[config.mk]
export PLATFORM = sky130hd
export DESIGN_NAME = bss_flat
export DESIGN_NICKNAME = d
export VERILOG_FILES = /design/src/rtl/bss_if.sv /design/src/rtl/bss.sv /design/src/flat_wrapper.sv
export SDC_FILE = /design/constraint.sdc
export NUM_CORES = 1
export LEC_CHECK = 0
export CAP_MARGIN = 0
export CORE_UTILIZATION = 58
export CTS_BUF_LIST = sky130_fd_sc_hd__clkbuf_8
export CTS_CLUSTER_SIZE = 28
export DETAILED_ROUTE_END_ITERATION = 8
export GPL_TIMING_DRIVEN = 0
export HOLD_SLACK_MARGIN = 0.05
export PLACE_DENSITY = 0.86
export SETUP_SLACK_MARGIN = 0.5
export SLEW_MARGIN = 5
export SYNTH_ARGS = -nofsm -noshare
export SYNTH_HDL_FRONTEND = slang
export SYNTH_SLANG_ARGS = --single-unit
[constraint.sdc]
create_clock -name clk -period 3.1 [get_ports clk]
set_clock_uncertainty 0.1 [all_clocks]
set_input_delay 0.93 -clock clk [delete_from_list [all_inputs] [get_ports clk]]
set_output_delay 0.93 -clock clk [all_outputs]
set_load 0.05 [all_outputs]
[src/rtl/bss_if.sv]
// bss_if: handshake and operand/result bundle for the bit-serial subtractor.
//   master : drives start, a, b; observes diff, bout, ovf, busy, done
//   slave  : the subtractor side (bss)
interface bss_if #(parameter int WIDTH = 8);
    logic             start;
    logic [WIDTH-1:0] a;
    logic [WIDTH-1:0] b;
    logic [WIDTH-1:0] diff;
    logic             bout;
    logic             ovf;
    logic             busy;
    logic             done;

    modport master (output start, a, b, input diff, bout, ovf, busy, done);
    modport slave  (input start, a, b, output diff, bout, ovf, busy, done);
endinterface

[src/rtl/bss.sv]
// bss: bit-serial subtractor, a - b computed LSB first through one
// full-subtractor cell and a registered borrow.
//   clk  : clock, all state changes on posedge
//   clr  : synchronous active-high clear
//   bus  : bss_if.slave -- start/a/b in; diff/bout/ovf/busy/done out
// An operation is accepted in IDLE or DONE, takes WIDTH SHIFT cycles, and
// the registered result plus a one-cycle done appear in the following cycle.
module bss #(
    parameter int WIDTH = 8
) (
    input  logic  clk,
    input  logic  clr,
    bss_if.slave  bus
);
    localparam int CW = $clog2(WIDTH) + 1;

    typedef enum logic [1:0] {IDLE, SHIFT, DONE} state_t;

    state_t           state;
    logic [WIDTH-1:0] sa, sb, res;
    logic             br;
    logic [CW-1:0]    cnt;
    logic             a_msb, b_msb;   // sign bits survive the operand shift

    logic d, br_nxt, accept, last;

    // full-subtractor cell on the current LSBs
    assign d      = sa[0] ^ sb[0] ^ br;
    assign br_nxt = (~sa[0] & sb[0]) | (~(sa[0] ^ sb[0]) & br);
    assign accept = bus.start && (state == IDLE || state == DONE);
    assign last   = (cnt == CW'(WIDTH - 1));

    always_ff @(posedge clk) begin
        if (clr) begin
            state    <= IDLE;
            sa       <= '0;
            sb       <= '0;
            res      <= '0;
            br       <= 1'b0;
            cnt      <= '0;
            a_msb    <= 1'b0;
            b_msb    <= 1'b0;
            bus.diff <= '0;
            bus.bout <= 1'b0;
            bus.ovf  <= 1'b0;
            bus.busy <= 1'b0;
            bus.done <= 1'b0;
        end else if (accept) begin
            // DONE + start reloads directly: back-to-back with no bubble
            sa       <= bus.a;
            sb       <= bus.b;
            br       <= 1'b0;
            cnt      <= '0;
            a_msb    <= bus.a[WIDTH-1];
            b_msb    <= bus.b[WIDTH-1];
            state    <= SHIFT;
            bus.busy <= 1'b1;
            bus.done <= 1'b0;
        end else begin
            case (state)
                SHIFT: begin
                    res <= {d, res[WIDTH-1:1]};
                    sa  <= sa >> 1;
                    sb  <= sb >> 1;
                    br  <= br_nxt;
                    cnt <= cnt + CW'(1);
                    if (last) begin
                        bus.diff <= {d, res[WIDTH-1:1]};
                        bus.bout <= br_nxt;
                        // overflow only when signs differ and result sign
                        // departs from the minuend's
                        bus.ovf  <= (a_msb != b_msb) && (d != a_msb);
                        bus.busy <= 1'b0;
                        bus.done <= 1'b1;
                        state    <= DONE;
                    end
                end
                DONE: begin
                    bus.done <= 1'b0;
                    state    <= IDLE;
                end
                default: state <= IDLE;
            endcase
        end
    end
endmodule

[src/flat_wrapper.sv]
// flat-port wrapper written by rule: the top's interface ports become plain ports
module bss_flat 
#(
    parameter int WIDTH = 8
)
  (clk, clr, bus_start, bus_a, bus_b, bus_diff, bus_bout, bus_ovf, bus_busy, bus_done);
  bss_if #(.WIDTH(WIDTH)) bus_i ();
  input  logic clk;
  input  logic clr;
  input wire logic [$bits(bus_i.start)-1:0] bus_start;
  input wire logic [$bits(bus_i.a)-1:0] bus_a;
  input wire logic [$bits(bus_i.b)-1:0] bus_b;
  output wire logic [$bits(bus_i.diff)-1:0] bus_diff;
  output wire logic [$bits(bus_i.bout)-1:0] bus_bout;
  output wire logic [$bits(bus_i.ovf)-1:0] bus_ovf;
  output wire logic [$bits(bus_i.busy)-1:0] bus_busy;
  output wire logic [$bits(bus_i.done)-1:0] bus_done;
  assign bus_i.start = bus_start;
  assign bus_i.a = bus_a;
  assign bus_i.b = bus_b;
  assign bus_diff = bus_i.diff;
  assign bus_bout = bus_i.bout;
  assign bus_ovf = bus_i.ovf;
  assign bus_busy = bus_i.busy;
  assign bus_done = bus_i.done;
  bss #(.WIDTH(WIDTH)) u_core (.clk(clk), .clr(clr), .bus(bus_i));
endmodule
==> results.toml, run 1 <==
[die]
rows = 20
ios = 31
die_x_um = 58.4
die_y_um = 58.4
fp.coreArea_um2 = 3030
start_util_pct = 61.0
die_area_um2 = 3410

[layout]
syn_to_final_growth_pct = 24.1
nNetsFinal = 265
drive_above_1_share_pct = 8.98
n_antenna_cell = 0

[clocking]
clkTransAtPathRegs_ps = 70
cts_buffer_depth = 2
holdBufCountCts = 0
clk_latency_ps = 290
cts_tree = "built"
cts_setup_buffers = 0
htreeDepth = 2
cts_resized = 0
numCtsBuffers = 5
cts-root-buf = "clkbuf_8"
cts_sinks = 44

[sta]
finalCritPeriodShare_pct = 80.3
fin_tns_setup_ps = 0
setup_slack_ps = 609
fmax_mhz = 401
worstMarginPinSlew_ps = 547
min_period_ps = 2490
rsz0062_at_grt = "false"
slew-limit-headroom_pct = 63.5
finalHoldViolCount = 0
setup_violations = 0
drv_slew = 0

[pwr]
leakage_uw = 0.000807
ir_drop_mv = 0.347
powerDensity_nw_per_um2 = 485

[route]
wl_per_cell_um = 12.4
wl_mm = 3.59
drt-met1-wl_mm = 1.66
drtPass1Iterations = 4
vias_per_cell = 5.30
wl_met3_um = 145
antenna_left = 0
drcViolationCount = 0
top_layer = "met4"
drtIter0Drc = 80
met2WireLength_mm = 1.74
num_vias = 1533

[placement]
gp_congestion = 0.781
port_buffers = 30
dp_hpwl_mm = 2.47
post-place-ws_ps = 521

[global_routing]
overflow = 0
grt_pass1_wl_mm = 6.23
grt_max_degree = 13
grt_usage_pct = 24.1
antenna_found_initial = 0
grt_pass1_vias = 1408

[yosys]
synth_area_leaders = "dfxtp_1 (48%), nand2_1 (7.5%), nand2b_1 (6.8%)"
synth.mux.area_fraction_pct = 4.88
synth-seq-cells = 44
ys_seq_area_share_pct = 47.7
synth_ff_type = "dfxtp_1"
syn_avg_cell_area_um2 = 8.92
synthXorXnorAreaFrac_pct = 0.949
yosysWarnings = 0
synthCells = 207
yosys.area.top_type_share_pct = 47.7
synth_most_common_cell = "dfxtp_1"
synth.largest_area_cell = "dfxtp_1"
synth-simple-area-share_pct = 24.3
synth_fa_ha_area_share_pct = 1.76
syn_area_um2 = 1850
synth_top_cells_by_count = "dfxtp_1 (44), nand2_1 (37), nand2b_1 (20)"
synth_edf_count = 0
synth_nets = 228
ys_types = 31
synth-compound-area-share_pct = 14.3
synth_top_family_by_area = "simple AND/OR/NAND/NOR gates"
synthArstFlopShare_pct = 0

[min_path]
hp-start = "u_core.res[1]"
min_path_type = "reg -> reg"
min_to = "u_core.res[1]"
hold_depth = 2

[critical_path]
endpoint_kind = "output port"
slowest_stage = "clkdlybuf4s50_1"
worstSetupPathType = "reg -> out"
critPathTopFamily = "buffers and inverters"
r2r_slack_ps = 1430
required_ps = 2070
path_cells = "clkdlybuf4s50_1"
r2r-end = "u_core.bus.diff[7]"
worstRegToRegCells = 5
critical_path.max_stage_delay_ps = 810
crit_arrival_ps = 1460
path_buf_inv = 1
r2r-start = "u_core.cnt[0]"
critPathMaxFanout = 2
cp-start-kind = "flip-flop"

[job]
max_cap_violations = 0

[outcome]
status = "finished, final reports clean"
routing by layer:
metal	vias up	GRT usage [%]
li1	776	-
met1	711	31.3
met2	41	39.7
met3	5	5.93
met4	0	7.48
met5	-	0
cells by family (layout without fill, tap and decap cells):
group	Yosys count	count (layout)
muxes	9	9
buffers and inverters	19	57
adders and majority gates	2	2
and+or+nand+nor	93	93
AOI/OAI and AO/OA	38	38
xor gates and xnor gates	2	2
DFF	44	44
per-stage QoR:
| stage | cells | util (%) | power (uW) | cell area [um2] | hold WS (ps) |
|---|---|---|---|---|---|
| after global routing | 289 | 75.7 | 1160 | 2290 | 381 |
| after floorplan | 207 | - | 717 | 1850 | 337 |
| after CTS | 289 | 75.7 | 1120 | 2290 | 363 |
| final | 289 | 75.7 | 1110 | 2290 | 361 |
| after global placement | 281 | 72.7 | 767 | 2200 | 350 |
| after detailed placement | 281 | 72.7 | 769 | 2200 | 352 |
worst register-to-register path, cell delays in order (launching register included):
cell     delay (ps)
dfxtp_1         370
ha_1            200
nor2b_1         340
and2_1          220
buf_6           180
mux2i_1         200
where the power goes:
| group | switching, uW | leakage (uW) | internal [uW] |
|---|---|---|---|
| Sequential | 16.0 | 0.000359 | 591 |
| Combinational | 79.4 | 0.000394 | 71.4 |
| Clock | 179 | 0.0000538 | 175 |
| Total | 274 | 0.000807 | 838 |
layout by cell type, fill, tap and decap left out, drive strengths merged:
cell,count
and2,1
o21ai,1
a21oi,18
nand2b,20
nor3,10
xor2,1
dfxtp,44
nand3b,2
a22oi,1
clkbuf,10
nor2,13
nor2b,3
inv,5
mux2i,9
nand2,37
a211oi,3
clkdlybuf4s50,30
o22ai,6
and3,1
a311oi,8
or3,1
and3b,2
a21o,1
ha,1
xnor2,1
nand3,3
buf,12
fa,1
worst max path at each step:
stage	depth (start not counted)	start	endpoint
2_1_floorplan	4	bus_start	u_core.cnt[3]
3_3_place_gp	4	clr	u_core.bus.busy
3_5_place_dp	4	clr	u_core.bus.busy
4_1_cts	1	u_core.bus.ovf	bus_ovf
5_1_grt	1	u_core.bus.ovf	bus_ovf
6_report	1	u_core.bus.ovf	bus_ovf
cell type report:
cell class	count	area, um2
sequential	44	881
multi-input combinational	144	852
fill	252	737
timing repair buffer	30	300
buffer	16	101
clock buffer	6	82.6
tap	44	55.1
inverter	3	11.3
clock inverter	2	7.51
registers in the layout, indices dropped and copies added (netlist names):
signal           count
u_core.bus.diff      8
u_core.sa            8
u_core.sb            8
u_core.res           7
u_core.cnt           4
u_core.state         2
u_core.a_msb         1
u_core.b_msb         1
u_core.br            1
u_core.bus.bout      1
u_core.bus.busy      1
u_core.bus.done      1
u_core.bus.ovf       1
Power figures use the tool's default switching activity.
==> run 2, diff against run 1 <==
--- a/config.mk
+++ b/config.mk
@@ -6,13 +6,13 @@
 export NUM_CORES = 1
 export LEC_CHECK = 0
 export CAP_MARGIN = 0
-export CORE_UTILIZATION = 58
+export CORE_UTILIZATION = 49
 export CTS_BUF_LIST = sky130_fd_sc_hd__clkbuf_8
 export CTS_CLUSTER_SIZE = 28
 export DETAILED_ROUTE_END_ITERATION = 8
 export GPL_TIMING_DRIVEN = 0
 export HOLD_SLACK_MARGIN = 0.05
-export PLACE_DENSITY = 0.86
+export PLACE_DENSITY = 0.77
 export SETUP_SLACK_MARGIN = 0.5
 export SLEW_MARGIN = 5
 export SYNTH_ARGS = -nofsm -noshare
==> constraint.sdc (replaced) <==
create_clock -name clk -period 2.2 [get_ports clk]
set_clock_uncertainty 0.1 [all_clocks]
set_input_delay 0.66 -clock clk [delete_from_list [all_inputs] [get_ports clk]]
set_output_delay 0.66 -clock clk [all_outputs]
set_load 0.05 [all_outputs]
==> run 2 against run 1 <==
Clock-buffer cell count down 1. Critical path type unchanged. Cell area down 0.71%. Highest routed layer unchanged. Via count down 1.2%. Critical endpoint is now bus_bout.
==> results.toml, run 2 (synthesized netlist as in run 1, its figures left out) <==
[route]
drtIter0Drc = 67
vias_per_cell = 5.17
wl_mm = 3.71
wl_per_cell_um = 12.6
num_vias = 1514
drtPass1Iterations = 4
antenna_left = 0
drcViolationCount = 0

[job]
max_cap_violations = 0

[die]
rows = 21
die_area_um2 = 4020
die_y_um = 63.4
start_util_pct = 53.2
fp.coreArea_um2 = 3470
ios = 31
die_x_um = 63.4

[sta]
worstMarginPinSlew_ps = 250
fin_tns_setup_ps = 0
setup_violations = 0
slew-limit-headroom_pct = 83.4
fmax_mhz = 602
finalCritPeriodShare_pct = 75.5
finalHoldViolCount = 0
min_period_ps = 1660
drv_slew = 0
rsz0062_at_grt = "false"

[clocking]
htreeDepth = 2
holdBufCountCts = 0
numCtsBuffers = 5
clk_latency_ps = 300
cts-root-buf = "clkbuf_8"
cts_tree = "built"
cts_buffer_depth = 2
clkTransAtPathRegs_ps = 80
cts_sinks = 44

[placement]
port_buffers = 30
placed_area_um2 = 2200
gp_congestion = 0.775
dp_hpwl_mm = 2.56

[critical_path]
slowest_stage = "dfxtp_1"
path_buf_inv = 1
r2r-end = "u_core.bus.ovf"
worstSetupPathType = "reg -> out"
endpoint_kind = "output port"
critPathTopFamily = "flip-flops"
critPathMaxFanout = 2
path_cells = "buf_2"
critical_path.max_stage_delay_ps = 340
r2r_slack_ps = 600
worstRegToRegCells = 5
r2r-start = "u_core.sb[0]"
required_ps = 1440
crit_arrival_ps = 900
cp-start-kind = "flip-flop"

[min_path]
hp-start = "u_core.res[1]"
hold_depth = 2
min_path_type = "reg -> reg"
min_to = "u_core.res[1]"

[outcome]
status = "finished, final reports clean"

[layout]
final_common_cell = "dfxtp_1"
syn_to_final_growth_pct = 23.3
final_cell_mix = "dfxtp_1 (44), nand2_1 (37), nand2b_1 (20)"
design_area_um2 = 2270
fillers = 319
nNetsFinal = 268
drive_above_1_share_pct = 17.0
top_regs = "u_core.bus.diff: 8 flops, u_core.sa: 8 flops, u_core.sb: 8 flops"
n_antenna_cell = 0

[global_routing]
overflow = 0
grt_max_degree = 13
grt_pass1_wl_mm = 6.25
antenna_found_initial = 0
grt_usage_pct = 20.4
grt_pass1_vias = 1354

[pwr]
ir_drop_mv = 0.443
leakage_uw = 0.000873
powerDensity_nw_per_um2 = 681
[run 2: changes by cell type in the layout (fill, tap and decap cells not counted), sizes merged]
| cell | previous run | this run |
|---|---|---|
| buf | 12 | 26 |
| clkdlybuf4s50 | 30 | 16 |
| dlymetal6s2s | 0 | 2 |
| clkinv | 0 | 1 |
| inv | 5 | 4 |
[run 2: cell type report]
class	count	area [um2]	area share, %
clock inverter	2	8.76	0.385
tap	46	57.6	2.53
timing repair buffer	33	270	11.9
buffer	16	123	5.39
clock buffer	5	68.8	3.03
inverter	3	11.3	0.495
sequential	44	881	38.7
multi-input combinational	144	855	37.6
[run 2: stage by stage]
stage	setup slack [ps]	instances	hold WS, ps	utilization [%]	total power [uW]
global placement	-124	283	351	63.5	1080
global route	501	293	398	65.6	1630
finish	539	293	359	65.6	1550
floorplan	703	207	337	-	1010
CTS	503	290	362	64.5	1560
detailed placement	-139	283	352	63.5	1090
[run 2: how the worst max path moves through the flow]
stage	startpoint	endpoint	slack [ps]	cells past startpoint
floorplan	u_core.sb[0]	u_core.bus.ovf	700	5
global placement	clr	u_core.bus.busy	-120	4
detailed placement	clr	u_core.bus.busy	-140	4
CTS	clr	u_core.sb[3]	500	4
global route	u_core.bus.bout	bus_bout	500	1
finish	u_core.bus.bout	bus_bout	540	1
[run 2: timing repair]
item / CTS / global route
pin swaps: 0 / 1
buffers inserted: 0 / 3
endpoints found under the setup margin: 43 / 26
gates resized for setup: 68 / 7
[run 2: power breakdown]
| group | internal (uW) | switching (uW) | total [uW] |
|---|---|---|---|
| combinational | 109 | 114 | 223 |
| sequential | 833 | 21.4 | 854 |
| clock | 211 | 261 | 472 |
| total | 1150 | 396 | 1550 |
[run 2: layer usage]
layer	track usage, %	vias to the layer above	wire [um]
met2	33.5	40	1760
met4	7.67	0	57
met3	5.43	7	160
li1	-	780	-
met1	25.3	687	1730
met5	0	-	0
